==> src/rtl/execute_stage.sv <==
// -----------------------------------------------------------------------------
// execute_stage
//
// Purpose:
//   Execute stage of a simple in-order pipeline. It accepts one operation per
//   cycle through a valid/ready handshake and evaluates it in the ALU. MUL runs
//   as a 32-iteration shift-add sequence and blocks new accepts while it runs.
//   Each result goes into a single-entry output register together with the
//   flags, the branch decision, the branch target and the control passthroughs.
//
// Ports:
//   clock            main clock, rising edge
//   resetN           synchronous active-low reset
//   inValid/inReady  upstream handshake
//   aluOp            operation select
//   readData1/2      operands A / B
//   pcOffsetFilled   sign-extended branch offset in words
//   pc               current instruction address
//   branchFlag       conditional branch (taken when result is zero)
//   uncondBranchFlag unconditional branch
//   regWriteIn, memReadIn, memWriteIn, writeRegIn   control passthroughs
//   outValid/outReady downstream handshake
//   aluResult, nzcv, branchTaken, branchTarget      registered results
//   regWriteOut, memReadOut, memWriteOut, writeRegOut registered passthroughs
// -----------------------------------------------------------------------------
module execute_stage (
    input  logic        clock,
    input  logic        resetN,
    input  logic        inValid,
    output logic        inReady,
    input  logic [3:0]  aluOp,
    input  logic [31:0] readData1,
    input  logic [31:0] readData2,
    input  logic [31:0] pcOffsetFilled,
    input  logic [31:0] pc,
    input  logic        branchFlag,
    input  logic        uncondBranchFlag,
    input  logic        regWriteIn,
    input  logic        memReadIn,
    input  logic        memWriteIn,
    input  logic [4:0]  writeRegIn,
    output logic        outValid,
    input  logic        outReady,
    output logic [31:0] aluResult,
    output logic [3:0]  nzcv,
    output logic        branchTaken,
    output logic [31:0] branchTarget,
    output logic        regWriteOut,
    output logic        memReadOut,
    output logic        memWriteOut,
    output logic [4:0]  writeRegOut
);

    typedef enum logic [0:0] {
        ST_IDLE = 1'b0,
        ST_MUL  = 1'b1
    } state_e;

    localparam logic [3:0] OP_AND  = 4'b0000;
    localparam logic [3:0] OP_ORR  = 4'b0001;
    localparam logic [3:0] OP_ADD  = 4'b0010;
    localparam logic [3:0] OP_SUB  = 4'b0110;
    localparam logic [3:0] OP_PASS = 4'b0111;
    localparam logic [3:0] OP_LSL  = 4'b1000;
    localparam logic [3:0] OP_LSR  = 4'b1001;
    localparam logic [3:0] OP_MUL  = 4'b1010;
    localparam logic [3:0] OP_EOR  = 4'b1011;
    localparam logic [3:0] OP_NOR  = 4'b1100;

    // Single-cycle ALU: returns {nzcv, result}. MUL is handled by the
    // sequential multiplier, so it falls into the zero-result default here.
    function automatic logic [35:0] alu_eval(
        input logic [3:0]  op,
        input logic [31:0] a,
        input logic [31:0] b
    );
        logic [32:0] wide;
        logic [31:0] res;
        logic        c;
        logic        v;
        wide = 33'd0;
        res  = 32'd0;
        c    = 1'b0;
        v    = 1'b0;
        case (op)
            OP_AND:  res = a & b;
            OP_ORR:  res = a | b;
            OP_ADD: begin
                wide = {1'b0, a} + {1'b0, b};
                res  = wide[31:0];
                c    = wide[32];
                v    = (a[31] == b[31]) && (res[31] != a[31]);
            end
            OP_SUB: begin
                res = a - b;
                // Carry means "no borrow", i.e. A >= B unsigned.
                c   = (a >= b);
                v   = (a[31] != b[31]) && (res[31] != a[31]);
            end
            OP_PASS: res = b;
            OP_LSL:  res = a << b[4:0];
            OP_LSR:  res = a >> b[4:0];
            OP_EOR:  res = a ^ b;
            OP_NOR:  res = ~(a | b);
            default: res = 32'd0;
        endcase
        return {res[31], (res == 32'd0), c, v, res};
    endfunction

    // Branch decision shared by the single-cycle and multiply paths.
    function automatic logic branch_eval(
        input logic        uncond,
        input logic        cond,
        input logic [31:0] res
    );
        return uncond || (cond && (res == 32'd0));
    endfunction

    state_e      state_q, state_d;

    // Multiplier working registers and operation context held during MUL.
    logic [31:0] mcand_q, mcand_d;
    logic [31:0] mplier_q, mplier_d;
    logic [31:0] acc_q, acc_d;
    logic [4:0]  cnt_q, cnt_d;
    logic [31:0] hold_target_q, hold_target_d;
    logic        hold_br_q, hold_br_d;
    logic        hold_ubr_q, hold_ubr_d;
    logic        hold_rw_q, hold_rw_d;
    logic        hold_mr_q, hold_mr_d;
    logic        hold_mw_q, hold_mw_d;
    logic [4:0]  hold_wr_q, hold_wr_d;

    // Output register.
    logic        out_valid_q, out_valid_d;
    logic [31:0] result_q, result_d;
    logic [3:0]  nzcv_q, nzcv_d;
    logic        taken_q, taken_d;
    logic [31:0] target_q, target_d;
    logic        rw_q, rw_d;
    logic        mr_q, mr_d;
    logic        mw_q, mw_d;
    logic [4:0]  wr_q, wr_d;

    logic        in_ready_s;
    logic        accept_s;
    logic [35:0] alu_out_s;
    logic [31:0] target_s;
    logic [31:0] acc_step_s;

    // Handshake: accept only when idle and the output slot is free or draining.
    always_comb begin
        in_ready_s = resetN && (state_q == ST_IDLE) && (!out_valid_q || outReady);
        accept_s   = inValid && in_ready_s;
    end

    // Datapath helpers: single-cycle ALU, branch target, one shift-add step.
    always_comb begin
        alu_out_s  = alu_eval(aluOp, readData1, readData2);
        target_s   = pc + (pcOffsetFilled << 2);
        acc_step_s = mplier_q[0] ? (acc_q + mcand_q) : acc_q;
    end

    // Next-state logic for the FSM, multiplier and output register.
    always_comb begin
        state_d       = state_q;
        mcand_d       = mcand_q;
        mplier_d      = mplier_q;
        acc_d         = acc_q;
        cnt_d         = cnt_q;
        hold_target_d = hold_target_q;
        hold_br_d     = hold_br_q;
        hold_ubr_d    = hold_ubr_q;
        hold_rw_d     = hold_rw_q;
        hold_mr_d     = hold_mr_q;
        hold_mw_d     = hold_mw_q;
        hold_wr_d     = hold_wr_q;
        out_valid_d   = out_valid_q;
        result_d      = result_q;
        nzcv_d        = nzcv_q;
        taken_d       = taken_q;
        target_d      = target_q;
        rw_d          = rw_q;
        mr_d          = mr_q;
        mw_d          = mw_q;
        wr_d          = wr_q;

        case (state_q)
            ST_IDLE: begin
                if (accept_s && (aluOp == OP_MUL)) begin
                    state_d       = ST_MUL;
                    mcand_d       = readData1;
                    mplier_d      = readData2;
                    acc_d         = 32'd0;
                    cnt_d         = 5'd0;
                    hold_target_d = target_s;
                    hold_br_d     = branchFlag;
                    hold_ubr_d    = uncondBranchFlag;
                    hold_rw_d     = regWriteIn;
                    hold_mr_d     = memReadIn;
                    hold_mw_d     = memWriteIn;
                    hold_wr_d     = writeRegIn;
                    // Accept implies the slot was empty or is consumed now.
                    out_valid_d   = 1'b0;
                end else if (accept_s) begin
                    out_valid_d = 1'b1;
                    result_d    = alu_out_s[31:0];
                    nzcv_d      = alu_out_s[35:32];
                    taken_d     = branch_eval(uncondBranchFlag, branchFlag, alu_out_s[31:0]);
                    target_d    = target_s;
                    rw_d        = regWriteIn;
                    mr_d        = memReadIn;
                    mw_d        = memWriteIn;
                    wr_d        = writeRegIn;
                end else if (out_valid_q && outReady) begin
                    out_valid_d = 1'b0;
                end else begin
                    out_valid_d = out_valid_q;
                end
            end
            ST_MUL: begin
                mcand_d  = mcand_q << 1;
                mplier_d = mplier_q >> 1;
                acc_d    = acc_step_s;
                cnt_d    = cnt_q + 5'd1;
                if (cnt_q == 5'd31) begin
                    state_d     = ST_IDLE;
                    out_valid_d = 1'b1;
                    result_d    = acc_step_s;
                    nzcv_d      = {acc_step_s[31], (acc_step_s == 32'd0), 1'b0, 1'b0};
                    taken_d     = branch_eval(hold_ubr_q, hold_br_q, acc_step_s);
                    target_d    = hold_target_q;
                    rw_d        = hold_rw_q;
                    mr_d        = hold_mr_q;
                    mw_d        = hold_mw_q;
                    wr_d        = hold_wr_q;
                end else begin
                    state_d = ST_MUL;
                end
            end
            default: begin
                state_d     = ST_IDLE;
                out_valid_d = 1'b0;
            end
        endcase
    end

    // State and output registers with synchronous active-low reset.
    always_ff @(posedge clock) begin
        if (!resetN) begin
            state_q       <= ST_IDLE;
            mcand_q       <= 32'd0;
            mplier_q      <= 32'd0;
            acc_q         <= 32'd0;
            cnt_q         <= 5'd0;
            hold_target_q <= 32'd0;
            hold_br_q     <= 1'b0;
            hold_ubr_q    <= 1'b0;
            hold_rw_q     <= 1'b0;
            hold_mr_q     <= 1'b0;
            hold_mw_q     <= 1'b0;
            hold_wr_q     <= 5'd0;
            out_valid_q   <= 1'b0;
            result_q      <= 32'd0;
            nzcv_q        <= 4'd0;
            taken_q       <= 1'b0;
            target_q      <= 32'd0;
            rw_q          <= 1'b0;
            mr_q          <= 1'b0;
            mw_q          <= 1'b0;
            wr_q          <= 5'd0;
        end else begin
            state_q       <= state_d;
            mcand_q       <= mcand_d;
            mplier_q      <= mplier_d;
            acc_q         <= acc_d;
            cnt_q         <= cnt_d;
            hold_target_q <= hold_target_d;
            hold_br_q     <= hold_br_d;
            hold_ubr_q    <= hold_ubr_d;
            hold_rw_q     <= hold_rw_d;
            hold_mr_q     <= hold_mr_d;
            hold_mw_q     <= hold_mw_d;
            hold_wr_q     <= hold_wr_d;
            out_valid_q   <= out_valid_d;
            result_q      <= result_d;
            nzcv_q        <= nzcv_d;
            taken_q       <= taken_d;
            target_q      <= target_d;
            rw_q          <= rw_d;
            mr_q          <= mr_d;
            mw_q          <= mw_d;
            wr_q          <= wr_d;
        end
    end

    assign inReady      = in_ready_s;
    assign outValid     = out_valid_q;
    assign aluResult    = result_q;
    assign nzcv         = nzcv_q;
    assign branchTaken  = taken_q;
    assign branchTarget = target_q;
    assign regWriteOut  = rw_q;
    assign memReadOut   = mr_q;
    assign memWriteOut  = mw_q;
    assign writeRegOut  = wr_q;

endmodule

==> config.mk <==
export PLATFORM = sky130hd
export DESIGN_NAME = execute_stage
export DESIGN_NICKNAME = d
export VERILOG_FILES = /design/src/rtl/execute_stage.sv
export SDC_FILE = /design/constraint.sdc
export NUM_CORES = 1
export LEC_CHECK = 0
export CORE_UTILIZATION = 54
export DETAILED_ROUTE_END_ITERATION = 8
export PLACE_DENSITY = 0.79
export SLEW_MARGIN = 5
export SYNTH_ARGS = -nofsm -noshare
export SYNTH_HDL_FRONTEND = slang
export SYNTH_SLANG_ARGS = --single-unit
==> constraint.sdc <==
create_clock -name clock -period 5.6 [get_ports clock]
set_input_delay 0.56 -clock clock [delete_from_list [all_inputs] [get_ports clock]]
set_output_delay 0.56 -clock clock [all_outputs]
set_load 0.01 [all_outputs]
# Word-level counts from Yosys, hierarchy flattened
# Cells that the tools add are included.
# word_totals
regBits	222
inputBits	146
# op_classes
order_cmp	1
reduce_logical	19
muxes	52
addsub	5
bitwise_logic	5
n_eq_ne	19
n_shift	2
# ops
cell	count
2-to-1 mux 32 bit	10
one-hot mux 32 bit (2 select lines)	5
one-hot mux 32 bit (9 select lines)	1
adder 32 bit	2
zero test 32 bit	2
adder 32 x 32 -> 33 bit	1
bitwise AND 32 bit	1
greater-or-equal comparator 32 bit	1
inverter 32 bit	1
bitwise OR 32 bit	1
left shift 32 x 5 -> 32 bit	1
right shift 32 x 5 -> 32 bit	1
subtractor 32 bit	1
XOR 32 bit	1
equality test 4 bit, second input constant	5
2-to-1 mux 5 bit	4
one-hot mux 5 bit (2 select lines)	2
2-to-1 mux 1 bit	18
one-hot mux 1 bit (2 select lines)	8
2-to-1 mux 4 bit	3
logical AND 1 bit	9
equality test 4 x 3 -> 1 bit, second input constant	2
one-hot mux 4 bit (2 select lines)	1
adder 5 x 1 -> 5 bit, second input constant	1
other kinds (14)	21

# Longest topological paths before layout
# logic_depth
word_depth	9
mapped_depth	19
ltp_nobuf	16

# Least setup slack after synthesis
# OpenSTA, ideal clock, no wires.
# synth_path
path_type	input -> register
startpoint	input port readData2[2]
endpoint	register nzcv_q[2] (netlist: nzcv[2])
n_path_buf	4
arrival_time_ns	5.336
t_required_ns	5.524
path_slack_ns	0.188
stages	18
path_cell_list	clkinv_1 > buf_1 > clkbuf_1 > clkbuf_1 > ha_1 > clkbuf_1 > nor2b_1 > o211ai_1 > a31oi_1 > nor4b_1 > xnor2_1 > nor2_1 > or3_1 > or4_1 > or4_1 > nor4_1 > nand2_1 > o22ai_1
# synth_between
elab_chain_len	7
elab_cells_between_ends	13
# synth_rtl
item	line_no	text
start, declared	33	input logic [31:0] readData2,
parallel branches: the longest is 2 deep, another holds subtractor 32 bit	-	
one-hot mux 32 bit (9 select lines) *	85	case (op)
zero test 32 bit *	107	return {res[31], (res == 32'd0), c, v, res};
2-to-1 mux 4 bit *	205	end else if (accept_s) begin
2-to-1 mux 4 bit *	190	if (accept_s && (aluOp == OP_MUL)) begin
one-hot mux 4 bit (2 select lines) *	188	case (state_q)
end signal, assigned	287	nzcv_q <= nzcv_d;
end, declared	137	logic [3:0] nzcv_q, nzcv_d;
# Every way passes the cells marked *. The select of a mux whose other input is x is not followed.
# A chain may end at the register's enable or synchronous reset.

# Worst setup path after layout
# layout_path
startpoint	input port readData1[13]
endpoint	register nzcv_q[2] (netlist: nzcv[2])
# layout_between
elab_chain_len	7
elab_cells_between_ends	13
# layout_rtl
item	line_no	text
start, declared	32	input logic [31:0] readData1,
parallel branches: the longest is 2 deep, another holds subtractor 32 bit	-	
one-hot mux 32 bit (9 select lines) *	85	
zero test 32 bit *	107	
2-to-1 mux 4 bit *	205	
2-to-1 mux 4 bit *	190	
one-hot mux 4 bit (2 select lines) *	188	
# Marks and branches as above.

==> Implementation_results.wiki <==
{| class="wikitable"
! Metric !! Value
|-
| Post-synth EDFFs || 0
|-
| GR Overflow Total || 0
|-
| Count of maximum capacitance violations || 1
|-
| Fraction of layout instances using a drive strength above 1 || 0.113
|-
| Antenna Violating Nets Remaining || 0
|-
| Count of distinct cell types in the synthesized netlist || 96
|-
| Antenna violations before repair || 2
|-
| IO Port Bufs || between 200 and 250
|-
| Switch share || 0.365
|-
| Cell Rows || 73
|-
| Multi-input logic area || between 15000 and 20000 µm²
|-
| Pre-CTS worst setup slack || -0.0252 ns
|-
| Clock Skew || approximately 0.024 ns
|-
| Number of cells on the worst reg-to-reg path || 13
|-
| End of the worst register-to-register path || branchTaken
|-
| FILL cells || ~3400
|-
| Startpoint-to-endpoint class of the critical path || input pin to flip-flop
|-
| Power density over the cells || between 150 and 200 nW/µm²
|-
| Initial standard-cell utilization of the core || 0.549
|-
| Synth area leader || sky130_fd_sc_hd__dfxtp_1
|-
| Tcrit/Tclk final || 0.937
|-
| IO Count || 225
|-
| Number of synthesized register bits || 221
|-
| Worst-case setup margin in the final layout || approximately 0.35 ns
|-
| Vias in the first global route || between 20000 and 25000
|-
| Number of DRC markers in iteration 0 || about 3300
|-
| Number of max-slew violations in the final report || 0
|-
| Total Neg Setup Slack || 0 ns
|-
| Signed area change from the synthesized netlist to the final layout || 20.2%
|-
| Number of hold-repair buffers added at the cts stage || 0
|-
| Area of the mapped netlist || ~22000 µm²
|-
| Width of the die || 203 µm
|-
| Die Span Y || around 200 µm
|-
| Wire length reported by the detailed router || 101 mm
|-
| Data required time of the critical path || slightly above 6 ns
|-
| Switching pwr || about 1.9 mW
|-
| Relative contribution of combinational cells to total power || 0.360
|-
| Clock root buffer || sky130_fd_sc_hd__clkbuf_16
|-
| DR vias/cell || 7.03
|-
| Internal Pwr Total || 3.24 mW
|-
| Count of synthesis-stage warnings from yosys || 0
|-
| Number of standard cells after synthesis || between 2000 and 3000
|-
| Unrepaired setup endpoints after global routing || no
|-
| Die Outline Area || 41400 µm²
|-
| Post-DP HPWL || around 76 mm
|-
| Mean cell area of the mapped netlist || between 7 and 8 µm²
|-
| Type of element capturing the critical path || flip-flop
|-
| Maximum resistive drop on vdd || about 0.00021 V
|-
| CTS clk-pin slew, worst paths || 0.06 ns
|-
| Total of cells resized after clock tree synthesis || 0
|-
| Global-route wire length before repair || 150 mm
|-
| Kind of start point of the critical path || input pin
|-
| Most frequent cell after synthesis || sky130_fd_sc_hd__nand2_1
|-
| Global Route Usage Sum || 0.474
|-
| Portion of the post-synthesis area used by sequential elements || 0.202
|-
| Ys async rst share || 0
|-
| Most instantiated flip-flop cell in the synthesis netlist || sky130_fd_sc_hd__dfxtp_1
|-
| Clock tree from TritonCTS || yes
|-
| Data arrival time of the critical path || between 5 and 6 ns
|-
| Max transition margin || 0.00654
|-
| Share of the synthesized area in the top cell type || 0.202
|-
| Area used by sequential logic in the layout || around 4400 µm²
|-
| CTS Buffer Depth || 3
|-
| End of the worst hold path || mplier_q[23]
|-
| Post-Syn Nets || 3238
|-
| Average detailed-routed wire length per instance || 27.2 µm
|-
| Proportion of power drawn by flip-flops and latches || 0.321
|-
| Final-stage net count || around 3500
|-
| Core area || around 40000 µm²
|-
| Max Fclk || 190 MHz
|-
| Reg-to-reg startpoint || mcand_q[4]
|-
| Final hold vios || 0
|-
| DRC violations left || 0
|-
| Violated checks || capacitance limit
|-
| Clock sink count || roughly 220
|-
| Leading cell types by count after synthesis || sky130_fd_sc_hd__nand2_1 (351), sky130_fd_sc_hd__a21oi_1 (344), sky130_fd_sc_hd__nor2_1 (233), sky130_fd_sc_hd__dfxtp_1 (221), sky130_fd_sc_hd__clkbuf_1 (169)
|-
| Run status || finished, violations left
|-
| Class of the worst hold path || flip-flop to flip-flop
|-
| Top fanout value on the critical path || 7
|-
| Hold Path Depth || 2
|-
| Reg2reg setup slack || 0.72 ns
|-
| Cell types occupying the most area after synthesis || sky130_fd_sc_hd__dfxtp_1 (20%), sky130_fd_sc_hd__ha_1 (9.4%), sky130_fd_sc_hd__a21oi_1 (7.9%)
|-
| Minimum clock period after layout || about 5.2 ns
|-
| Count of endpoints failing setup in the final report || 0
|-
| Post-CTS Repair Setup Buffers || 0
|-
| Critical hold path startpoint || mplier_q[23]
|-
| Clock latency at the later pin of the worst-skew pair || about 0.58 ns
|-
| Length of the first detailed-routing pass in iterations || 7
|-
| Number of H-tree levels || 1
|-
| Final GP Congestion || about 1.2
|-
| CTS buffer count || 25
|-
| Leakage power total || around 10 nW
|-
| Transition at the pin with the smallest max-transition slack || between 1 and 1.5 ns
|-
| Fraction of power consumed by the clock network || 0.318
|-
| Vias || 26000
|-
| Maximum number of pins on one net before global-route repair || roughly 110
|}
routing by layer:
metal	up-vias	share of wire	track usage
met5	-	0	0
li1	11400	-	-
met3	455	0.11	0.107
met2	1902	0.44	0.745
met4	0	0.083	0.331
met1	12300	0.37	0.575
sequential cells by signal, summed over array words and instances, names as in the netlist:
register       count
regWriteOut        1
hold_rw_q          1
hold_br_q          1
aluResult         32
mcand_q           32
mplier_q          32
hold_wr_q          5
cnt_q              5
nzcv               3
writeRegOut        5
state_q            1
hold_target_q     32
hold_mw_q          1
acc_q             32
hold_ubr_q         1
branchTarget      32
hold_mr_q          1
memReadOut         1
outValid           1
branchTaken        1
memWriteOut        1
cell type report:
type | count | share of cell area
antenna | 2 | 0.000190
clock buffer | 36 | 0.0272
clock inverter | 8 | 0.00271
inverter | 130 | 0.0187
multi-input combinational | 2355 | 0.614
sequential | 221 | 0.168
tap | 525 | 0.0249
timing repair buffer | 422 | 0.145
per-stage QoR:
step	hold WS, ns	utilization	cell area (µm²)	instances	total power, mW
floorplan	0.436	-	21900	2923	2.65
global placement	0.442	0.640	25500	3653	3.39
detailed placement	0.448	0.640	25500	3653	3.42
CTS	0.456	0.660	26300	3697	5.03
global route	0.476	0.660	26300	3698	5.25
finish	0.455	0.660	26300	3699	5.10
power by group through the flow:
stage          logic (mW)  clock network (mW)  registers [mW]
2_1_floorplan       0.964                   0            1.68
3_3_place_gp         1.72                   0            1.67
4_1_cts              1.76                1.62            1.64
3_5_place_dp         1.75                   0            1.67
6_report             1.84                1.62            1.64
5_1_grt              1.92                1.69            1.64
worst max path at each step:
| stage | cells after the start | to | from | slack, ns |
|---|---|---|---|---|
| detailed placement | 17 | nzcv[2] | readData1[0] | -0.03 |
| global route | 17 | nzcv[2] | readData1[0] | 0.24 |
| finish | 14 | nzcv[2] | readData1[13] | 0.35 |
| CTS | 17 | nzcv[2] | readData1[0] | 0.52 |
| floorplan | 18 | nzcv[2] | readData2[2] | 0.19 |
| global placement | 17 | nzcv[2] | readData1[0] | -0.02 |
cell families (layout without fill, tap and decap cells):
| family | count (synthesis) | after routing | synth area share |
|---|---|---|---|
| xor+xnor | 48 | 48 | 0.0192 |
| buf+inv | 347 | 596 | 0.0628 |
| mux | 135 | 135 | 0.0930 |
| fa+ha+maj | 169 | 169 | 0.0979 |
| simple gates | 975 | 975 | 0.211 |
| flops | 221 | 221 | 0.202 |
| compound gates | 1028 | 1028 | 0.314 |
| other cells | 0 | 2 | 0 |
worst max-delay path, cell delays in order:
cell and delay, ns:
sky130_fd_sc_hd__clkdlybuf4s50_1 0.63, sky130_fd_sc_hd__buf_4 0.29, sky130_fd_sc_hd__mux4_2 0.52, sky130_fd_sc_hd__mux2_2 0.32, sky130_fd_sc_hd__mux2i_1 0.43, sky130_fd_sc_hd__o211ai_1 0.35
sky130_fd_sc_hd__nor3b_1 0.34, sky130_fd_sc_hd__nand3b_1 0.15, sky130_fd_sc_hd__or3_1 0.34, sky130_fd_sc_hd__or4_1 0.57, sky130_fd_sc_hd__or4_1 0.49, sky130_fd_sc_hd__nor4_1 0.36
sky130_fd_sc_hd__nand2_1 0.17, sky130_fd_sc_hd__o22ai_1 0.21
placed cells by master, fill, tap and decap left out, types with 56 or more instances in the layout:
master / synthesis / routed
sky130_fd_sc_hd__o21ai_0: 104 / 104
sky130_fd_sc_hd__buf_4: 2 / 193
sky130_fd_sc_hd__nor2_1: 233 / 231
sky130_fd_sc_hd__clkdlybuf4s50_1: 0 / 218
sky130_fd_sc_hd__dfxtp_1: 221 / 219
sky130_fd_sc_hd__a21oi_1: 344 / 343
sky130_fd_sc_hd__a22oi_1: 135 / 135
sky130_fd_sc_hd__nand3_1: 67 / 67
sky130_fd_sc_hd__ha_1: 165 / 165
sky130_fd_sc_hd__nand2_1: 351 / 351
sky130_fd_sc_hd__inv_1: 126 / 125
sky130_fd_sc_hd__mux2i_1: 56 / 56
No activity file was read; power rests on OpenSTA's default activity.
